**src/rtl/sll_shifter_seq.sv**
```systemverilog
`timescale 1ns/1ps
// Multicycle logical-left shifter: one binary-weighted stage per clock, SHW shift cycles plus one DONE cycle.
// No backpressure: start is only accepted in IDLE, and flush aborts an in-flight shift without touching dataOut.
module sll_shifter_seq #(
  parameter int WIDTH = 32,
  parameter int SHW   = 5
) (
  input  logic             clk,
  input  logic             rst,
  input  logic             start,
  input  logic             flush,
  input  logic [WIDTH-1:0] dataA,
  input  logic [SHW-1:0]   dataB,
  output logic             busy,
  output logic             done,
  output logic [WIDTH-1:0] dataOut
);

  localparam int CW = (SHW > 1) ? $clog2(SHW) : 1;
  localparam logic [CW-1:0] LAST = CW'(SHW - 1);

  typedef enum logic [1:0] {
    IDLE  = 2'd0,
    SHIFT = 2'd1,
    DONE  = 2'd2
  } state_t;

  state_t          state, state_nxt;
  logic [WIDTH-1:0] acc;
  logic [WIDTH-1:0] acc_stage;
  logic [SHW-1:0]   shamt;
  logic [CW-1:0]    cnt;

  // Stage cnt shifts by 2**cnt when the matching shift-amount bit is set.
  always_comb begin
    acc_stage = acc;
    if (shamt[cnt]) begin
      acc_stage = acc << (32'd1 << cnt);
    end
  end

  always_ff @(posedge clk) begin
    if (rst) begin
      state   <= IDLE;
      acc     <= '0;
      shamt   <= '0;
      cnt     <= '0;
      dataOut <= '0;
    end else begin
      state <= state_nxt;
      case (state)
        IDLE: begin
          if (start && !flush) begin
            acc   <= dataA;
            shamt <= dataB;
            cnt   <= '0;
          end
        end
        SHIFT: begin
          if (!flush) begin
            acc <= acc_stage;
            cnt <= cnt + 1'b1;
            if (cnt == LAST) begin
              dataOut <= acc_stage;
            end
          end
        end
        default: ;
      endcase
    end
  end

  always_comb begin
    state_nxt = state;
    case (state)
      IDLE:    if (start && !flush) state_nxt = SHIFT;
      SHIFT: begin
        if (flush)             state_nxt = IDLE;
        else if (cnt == LAST)  state_nxt = DONE;
      end
      DONE:    state_nxt = IDLE;
      default: state_nxt = IDLE;
    endcase
  end

  always_comb begin
    busy = 1'b0;
    done = 1'b0;
    case (state)
      SHIFT:   busy = 1'b1;
      DONE:    done = 1'b1;
      default: ;
    endcase
  end

endmodule

```
**config.mk**
```make
export PLATFORM = sky130hd
export DESIGN_NAME = sll_shifter_seq
export DESIGN_NICKNAME = d
export VERILOG_FILES = /design/src/rtl/sll_shifter_seq.sv
export SDC_FILE = /design/constraint.sdc
export NUM_CORES = 1
export LEC_CHECK = 0
export BUFFER_PORTS_ARGS = -buffer_cell sky130_fd_sc_hd__buf_2
export CAP_MARGIN = 0
export CORE_MARGIN = 2
export CORE_UTILIZATION = 52
export DETAILED_ROUTE_END_ITERATION = 12
export PLACE_DENSITY = 0.75
export SYNTH_ARGS = -nofsm -noshare
export SYNTH_HDL_FRONTEND = slang
export SYNTH_SLANG_ARGS = --single-unit
```
**constraint.sdc**
```tcl
create_clock -name clk -period 6.7 [get_ports clk]
set_input_delay 2.01 -clock clk [delete_from_list [all_inputs] [get_ports clk]]
set_output_delay 2.01 -clock clk [all_outputs]
set_load 0.1 [all_outputs]
```
==> After elaboration in Yosys (flattened, before gate mapping) <==
Cells that the tools add are included.
Widths: inputs -> output; s select.
{ "totals": {"register_bits": 74, "inputBits": 41, "out_inout_bits": 34, "elab_cells": 39} }
{ "op_classes": {"add_sub_neg": 1, "n_lt_le_gt_ge": 1, "eq_ne": 6, "shifts": 2, "n_mux": 15, "bitwise_logic": 1, "n_reduce_logical": 8} }
{ "op_table": {"columns": ["operator", "n"], "rows": [
  ["$mux 32", 3],
  ["$pmux 32 s2", 1],
  ["$shl 1x3->32 const A", 1],
  ["$shl 32x32->32", 1],
  ["$mux 2", 3],
  ["$mux 3", 2],
  ["$pmux 3 s2", 1],
  ["$reduce_and 3->1", 2],
  ["$lt 3x4->1 const B", 1],
  ["$ne 2x2->1 const B", 2],
  ["$pmux 2 s2", 1],
  ["$reduce_and 2->1", 2],
  ["$add 3x1->3 const B", 1],
  ["$bmux 1 s3", 1],
  ["$eq 3x3->1 const B", 1],
  ["$mux 1", 3],
  ["$ne 3x3->1 const B", 1],
  ["$eq 2x1->1 const B", 1],
  ["$eq 2x2->1 const B", 1],
  ["$logic_not 2->1", 1],
  ["$reduce_bool 2->1", 1],
  ["$logic_and 1x1->1", 1],
  ["$logic_not 1->1", 1],
  ["$not 1->1", 1]
]} }

==> Longest topological paths before layout <==
Gate-level depths: netlist of run 1.
{ "logic_depth": {"depth_word": 5, "mapped_depth": 11, "depth_no_buf": 8} }

==> Worst setup path before layout of run 1 <==
OpenSTA, ideal clock, no wires.
{ "synth_path": {"kind": "register to output", "start": "register state[1]", "end": "output port busy", "arrival_time_ps": 1897, "required_ps": 4690, "setup_slack_ps": 2793, "stages_incl_launch_ff": 5, "path_buffers": 2, "path_cell_list": "dfxtp_1 nand2b_1 inv_1 clkbuf_1 clkbuf_1"} }
{ "synth_between": {"elab_chain_len": 2} }
{ "synth_rtl": {"columns": ["element", "line_no", "source"], "rows": [
  ["start: declaration", "28", "state_t state, state_nxt;"],
  ["start signal: assignment", "50", "state <= state_nxt;"],
  ["$eq 2x1->1", "89", "case (state)"],
  ["$mux 1", "89", null],
  ["end: declaration", "14", "output logic busy,"]
]} }
No other way between the ends.

==> Final worst setup path of run 1 <==
Same ends and word-level chain as after synthesis.

==> results of run 1 <==
==> path summary, 6_finish.rpt <==
check | start | to | depth (start not counted)
max | state[1] | busy | 3
min | shamt[2] | shamt[2] | 2
max reg2reg | cnt[0] | acc[21] | 10
min reg2reg | shamt[2] | shamt[2] | 2
==> sequential cells by signal (all words and copies together) (netlist names) <==
name / flops
acc: 32
dataOut: 32
shamt: 5
cnt: 3
state: 2
==> layer usage <==
metal  global-route usage (%)  routed length (µm)  vias up
met3                     6.07                2780       53
met4                     17.0                 814        0
li1                         -                   -     2689
met1                     55.4                8780     2924
met2                     57.8                9360      434
met5                        0                   0        -
==> synthesized netlist by cell type, types with 4 or more instances <==
cell       n  share of area (%)
a22o_1     4               0.64
ha_1       6                1.4
a32o_1     4               0.73
mux4_2     7                2.9
mux2_2    22                4.5
o22ai_1    9                1.0
a31oi_1   10                1.1
buf_2     17                1.6
a311oi_1   7                1.1
a32oi_1    5               0.80
a221oi_1   6               0.96
or3_1     10                1.1
o221a_2    5                1.0
dfxtp_1   74                 27
buf_1      6               0.41
nand2b_1   9                1.0
o21ai_0   38                3.5
nand2_1   72                5.0
o21a_1     8                1.1
nor2_1    62                4.3
inv_1      9               0.62
a211oi_1  23                3.2
nand3_1   12                1.1
a221o_1    5               0.92
o21ai_1    4               0.37
nor2b_1    7               0.80
buf_4      6               0.83
nor3_1    15                1.4
o211ai_1  23                3.2
a21oi_1   49                4.5
o32ai_1    6               0.96
mux2i_1   35                6.4
a22oi_1   13                1.8
clkbuf_1  31                2.1
==> cell type report <==
| cell class | instances | area, µm² |
|---|---|---|
| repair buffers | 89 | 483 |
| flip-flops and latches | 74 | 1480 |
| fillers | 953 | 4210 |
| clock buffers | 9 | 124 |
| multi-input cells | 537 | 3650 |
| well taps | 136 | 170 |
| clock inverters | 7 | 82.6 |
| inverters | 9 | 33.8 |
==> cell families (layout without fill, tap and decap cells) <==
kind of cell,count (synthesis),count (layout),share of synthesized area [%]
AND/OR/NAND/NOR,212,212,18.3
buffers and inverters,72,114,6.06
adder cells (fa/ha/maj),6,6,1.38
flip-flops,74,74,27.2
AO/OA/AOI/OAI,254,254,33.0
multiplexers,65,65,14.1
==> worst max-delay path: stages (launching register included) <==
cell,delay [ps]
dfxtp_1,370
nand2b_1,770
inv_1,150
buf_2,340
==> power by group through the flow <==
stage          Clock (mW)  Sequential (mW)  Combinational (mW)
2_1_floorplan           0            0.478               0.141
3_3_place_gp            0            0.498               0.192
3_5_place_dp            0            0.498               0.193
4_1_cts             0.370            0.488               0.195
5_1_grt             0.388            0.491               0.214
6_report            0.368            0.491               0.201
==> through the flow <==
stage | power [mW] | setup slack, ps | util (%) | area [µm²]
2_1_floorplan | 0.618 | 2790 | - | 5450
3_3_place_gp | 0.690 | 2780 | 56.9 | 5820
3_5_place_dp | 0.692 | 2700 | 56.9 | 5820
4_1_cts | 1.05 | 2710 | 58.9 | 6020
5_1_grt | 1.09 | 2580 | 58.9 | 6020
6_report | 1.06 | 2700 | 58.9 | 6020
==> cell usage in the layout (no fill, tap or decap), drive strengths merged, types with 4 or more instances in the layout <==
cell type	count
inv	13
o211ai	23
nor3b	4
a31oi	10
o21ai	42
a311oi	7
a32o	4
mux4	7
dfxtp	74
ha	6
clkbuf	9
nand2b	9
nor2	64
a32oi	5
a22oi	14
nor3	15
a221oi	6
or3	10
nand3	12
o32ai	6
o21a	8
nand2	72
o22ai	9
mux2	22
o221a	6
nor2b	7
a221o	5
buf	89
mux2i	36
a211oi	23
a21oi	49
a22o	4
==> impl_metrics.tcl, run 1 <==
set metrics [dict create \
    status "completed" \
    grt_pass1_vias 5726 \
    clk_latency_ps 360 \
    ys_ff_latch 74 \
    viasPerCell 7.08 \
    synth_fp_nets 730 \
    min_period_ps 4000 \
    maxSlewViolCount 0 \
    async_flop_share_pct 0 \
    swShare_pct 33.1 \
    hold-worst-slack_ps 459 \
    die_h_um 106 \
    ys.flop_type "dfxtp_1" \
    wl_per_cell_um 25.2 \
    tightest_slew_ps 1300 \
    io_buffer_count 74 \
    worstSetupEndpointType "output port" \
    place_congestion 1.05 \
    relSlewSlack_pct 13.2 \
    path_class "register to output port" \
    final_cell_count_no_fill 861 \
    drive_gt1_share_pct 20.6 \
    grt_pass1_wl_mm 33.4 \
    clock_sinks 74 \
    finalCritPeriodShare_pct 59.7 \
    p_int_mw 0.710 \
    area.growth.synth_to_final_pct 10.6 \
    cts_tree "done" \
    routed_wl_mm 21.7 \
    die_area_um2 11300 \
    crit_fanout 22 \
    ant_nets 0 \
    synthCells 683 \
    synth.avg_cell_area_um2 7.98 \
    die_x_um 106 \
    synth_cell_type_count 71 \
    hp-class "register to register" \
    required_ps 4690 \
    grt_max_degree 50 \
    fin_skew_ps 10.9 \
    grtUsageTotal_pct 38.9 \
    synth_edf_count 0 \
    r2r_setup_slack_ps 3050 \
    cts_htree_levels 3 \
    fin_nets 767 \
    cts_root_buffer "clkbuf_8" \
    crit_arrival_ps 1990 \
    cts_buffers 9 \
    drv_cap 0 \
    critPathLaunchType "register" \
    grt_setup_unrepaired "false" \
    diodes 0 \
    fin_tns_setup_ps 0 \
    seqPwrFrac_pct 46.3 \
    cts_resized 0 \
    core_um2 10200 \
    hpwlAfterDp_mm 15.9 \
    ys_seq_area_share_pct 27.2 \
    ys_warn_count 0 \
    start_util_pct 53.2 \
    antenna_found_initial 0 \
    power.leakage_nw 2.28 \
    peakVddDrop_mv 0.184 \
    drc_errors 0 \
    syn-cell-area_um2 5450 \
    p_sw_mw 0.351 \
    post_cts_buffers 0 \
    ios 75 \
    first_pass_iters 6 \
    max_freq_ghz 0.250 \
    via_count 6100 \
    dp_cells 845 \
    first_iter_violations 723 \
    clk_pin_slew_ps 80 \
    power_density_nw_per_um2 176 \
    overflow 0 \
    setup_viol 0 \
    hold_violations 0 \
    power_frac_clock_pct 34.7 \
    clock_path_buffers 2 \
    fp-row-count 37 \
    comb_power_share_pct 19.0 \
    ctsHoldBuffers 0 \
]
(Power assumes the default switching activity.)
==> run 2, diff against run 1 <==
Settings changed: ABC_AREA from default to 1, PLACE_DENSITY 0.75 to 0.78.
Clock period 6.7 ns to 3.45 ns, I/O delays scaled along.
==> run 2 against run 1 <==
Against the previous run: critical path depth grew 11; routed wire length decreased by 18%; global-route usage down 7.6 points; worst hold slack better by 9.6 ps; sequential share of layout area decreased by 0.40 points; clock skew decreased by 4.3 ps; worst setup slack got worse by 2200 ps; combinational power grew to 3.1 times the previous value; final cell count increased by 26%; sequential power up 90%; register-to-register slack got worse by 2500 ps; flip-flop and latch count unchanged; critical endpoint is now acc[14]; largest power group unchanged.
==> impl_metrics.tcl, run 2 <==
set metrics [dict create \
    grt_max_degree 53 \
    first_pass_iters 6 \
    rr_endpoint "acc[14]" \
    via_count 6507 \
    ant_nets 0 \
    clock_sinks 74 \
    ys_ff_latch 74 \
    synth_cell_type_count 38 \
    synth_fp_nets 955 \
    layout_commonest_cell "nand3_1" \
    critPathLaunchType "register" \
    slowest_delay_ps 430 \
    cts_resized 0 \
    clock_path_buffers 2 \
    async_flop_share_pct 0 \
    synth.avg_cell_area_um2 6.20 \
    power_density_nw_per_um2 378 \
    synth_edf_count 0 \
    tightest_slew_ps 644 \
    grt_pass1_wl_mm 29.3 \
    place_congestion 0.992 \
    crit_fanout 23 \
    dpl_cell_area_um2 5910 \
    routed_wl_mm 17.9 \
    peakVddDrop_mv 0.306 \
    setup_viol 0 \
    ios 75 \
    yosysTopAreaCell "dfxtp_1" \
    fp-row-count 38 \
    cts_root_buffer "clkbuf_8" \
    yosys.area_share.adder_pct 1.33 \
    hp-class "register to register" \
    cp_slowest_cell "nor2_4" \
    hold_violations 0 \
    crit_arrival_ps 3140 \
    fin_skew_ps 6.65 \
    drc_errors 0 \
    r2r_start "cnt[1]" \
    ctsHoldBuffers 0 \
    synth_xor_area_share_pct 0 \
    yosys.area_share.simple_pct 49.0 \
    top_regs "acc (32), dataOut (32), shamt (5)" \
    hpwlAfterDp_mm 12.6 \
    cts_tree "done" \
    drive_gt1_share_pct 16.1 \
    io_buffer_count 74 \
    drv_cap 0 \
    r2r_cells 14 \
    synth_mux_area_share_pct 0 \
    grt_pass1_vias 5754 \
    synth_area_leaders "dfxtp_1, nand3_1, nand2_1, nor2_1, o21ai_0" \
    finalCritPeriodShare_pct 84.5 \
    wl_per_cell_um 16.5 \
    area.growth.synth_to_final_pct 8.71 \
    ys_warn_count 0 \
    post_cts_buffers 0 \
    diodes 0 \
    power.leakage_nw 2.80 \
    maxSlewViolCount 0 \
    viasPerCell 6.00 \
    status "completed" \
    fin_total_pwr_mw 2.31 \
    worstSetupEndpointType "register" \
    clk_pin_slew_ps 80 \
    grt_setup_unrepaired "false" \
    syn-cell-area_um2 5630 \
    max_freq_ghz 0.343 \
    grtUsageTotal_pct 31.3 \
    hold_depth 2 \
    required_ps 3680 \
    yosysTopAreaCellShare_pct 26.3 \
    final_area_um2 6120 \
    die_h_um 108 \
    path_class "register to register" \
    cts_htree_levels 3 \
    synthCells 908 \
    min_period_ps 2910 \
    hp-start "shamt[1]" \
    nFillCells 1061 \
    die_area_um2 11700 \
    r2r_setup_slack_ps 540 \
    ys.flop_type "dfxtp_1" \
    ys_seq_area_share_pct 26.3 \
    cts_buffers 9 \
    synth_common_cells "nand3_1, nand2_1, nor2_1" \
    relSlewSlack_pct 57.0 \
    fin_tns_setup_ps 0 \
    synth_top_family_by_area "simple AND/OR/NAND/NOR gates" \
    fin_nets 987 \
    clk_latency_ps 360 \
    start_util_pct 52.7 \
    hold_path_end "shamt[1]" \
    layout_common_cells "nand3_1, nand2_1, nor2_1" \
    yosysMostFrequentCell "nand3_1" \
    core_um2 10700 \
    first_iter_violations 841 \
    synth_compound_area_share_pct 12.6 \
    die_x_um 108 \
    critical_path.cell_chain "inv_1, ha_1, buf_4, inv_2, nor2_4, nand2_1, nand2_1, nand2_1, nand3_1, nand3_1, nand3_1, o21ai_1, o21bai_1, a21oi_1" \
    overflow 0 \
    antenna_found_initial 0 \
]
[run 2: cell types whose count changed after synthesis, sizes merged, moves of 13 or more]
cell / previous run / this run
a211oi: 23 / 2
nand3: 12 / 240
nor3: 15 / 1
nor2: 64 / 106
inv: 9 / 57
nand4: 1 / 30
buf: 31 / 44
mux2i: 36 / 0
mux2: 22 / 0
nand2: 72 / 206
[run 2: cell type report]
class | count | area (µm²) | area share (%)
multi-input cells | 712 | 3550 | 58.0
clock buffers | 9 | 124 | 2.02
flip-flops and latches | 74 | 1480 | 24.2
clock inverters | 6 | 90.1 | 1.47
repair buffers | 86 | 473 | 7.72
inverters | 57 | 226 | 3.70
well taps | 140 | 175 | 2.86
[run 2: where the power goes]
group / switching, mW / internal, mW / leakage [nW]
Combinational: 0.432 / 0.195 / 2.10
Clock: 0.350 / 0.407 / 0.106
Sequential: 0.0446 / 0.886 / 0.601
Total: 0.827 / 1.49 / 2.80
[run 2: routing by layer]
layer / GRT usage (%) / vias up / share of wire [%]
li1: - / 3159 / -
met1: 47.0 / 2908 / 45
met2: 44.6 / 403 / 41
met3: 6.33 / 37 / 11
met4: 9.43 / 0 / 2.6
met5: 0 / - / 0
[run 2: how the worst max path moves through the flow]
stage / start / endpoint / cells past startpoint
4_1_cts: cnt[0] / acc[14] / 14
6_report: cnt[1] / acc[14] / 14
2_1_floorplan: state[1] / done / 2
3_3_place_gp: cnt[0] / acc[22] / 14
3_5_place_dp: cnt[0] / acc[14] / 14
5_1_grt: cnt[1] / acc[20] / 14
[run 2: stage by stage]
step                      utilization (%)  setup WS, ps  hold WS (ps)  instances
after global routing                 57.2           346           502       1084
after detailed placement             55.2           654           453       1069
after floorplan                         -           741           429        908
final                                57.2           536           468       1084
after global placement               55.2           661           444       1069
after CTS                            57.2           635           466       1084
[run 2: cell families (layout without fill, tap and decap cells)]
| logic type | after synthesis | in the layout |
|---|---|---|
| AND/OR/NAND/NOR | 585 | 585 |
| adder cells (fa/ha/maj) | 6 | 6 |
| AO/OA/AOI/OAI | 121 | 121 |
| flip-flops | 74 | 74 |
| buffers and inverters | 122 | 158 |
[run 2: worst max-delay path: cells and delay by family, from the launching register on]
| kind | cells | cell delay, ps |
|---|---|---|
| buffers and inverters | 3 | 500 |
| flip-flops | 1 | 350 |
| AND/OR/NAND/NOR | 7 | 1110 |
| AO/OA/AOI/OAI | 3 | 460 |
| adder cells (fa/ha/maj) | 1 | 350 |
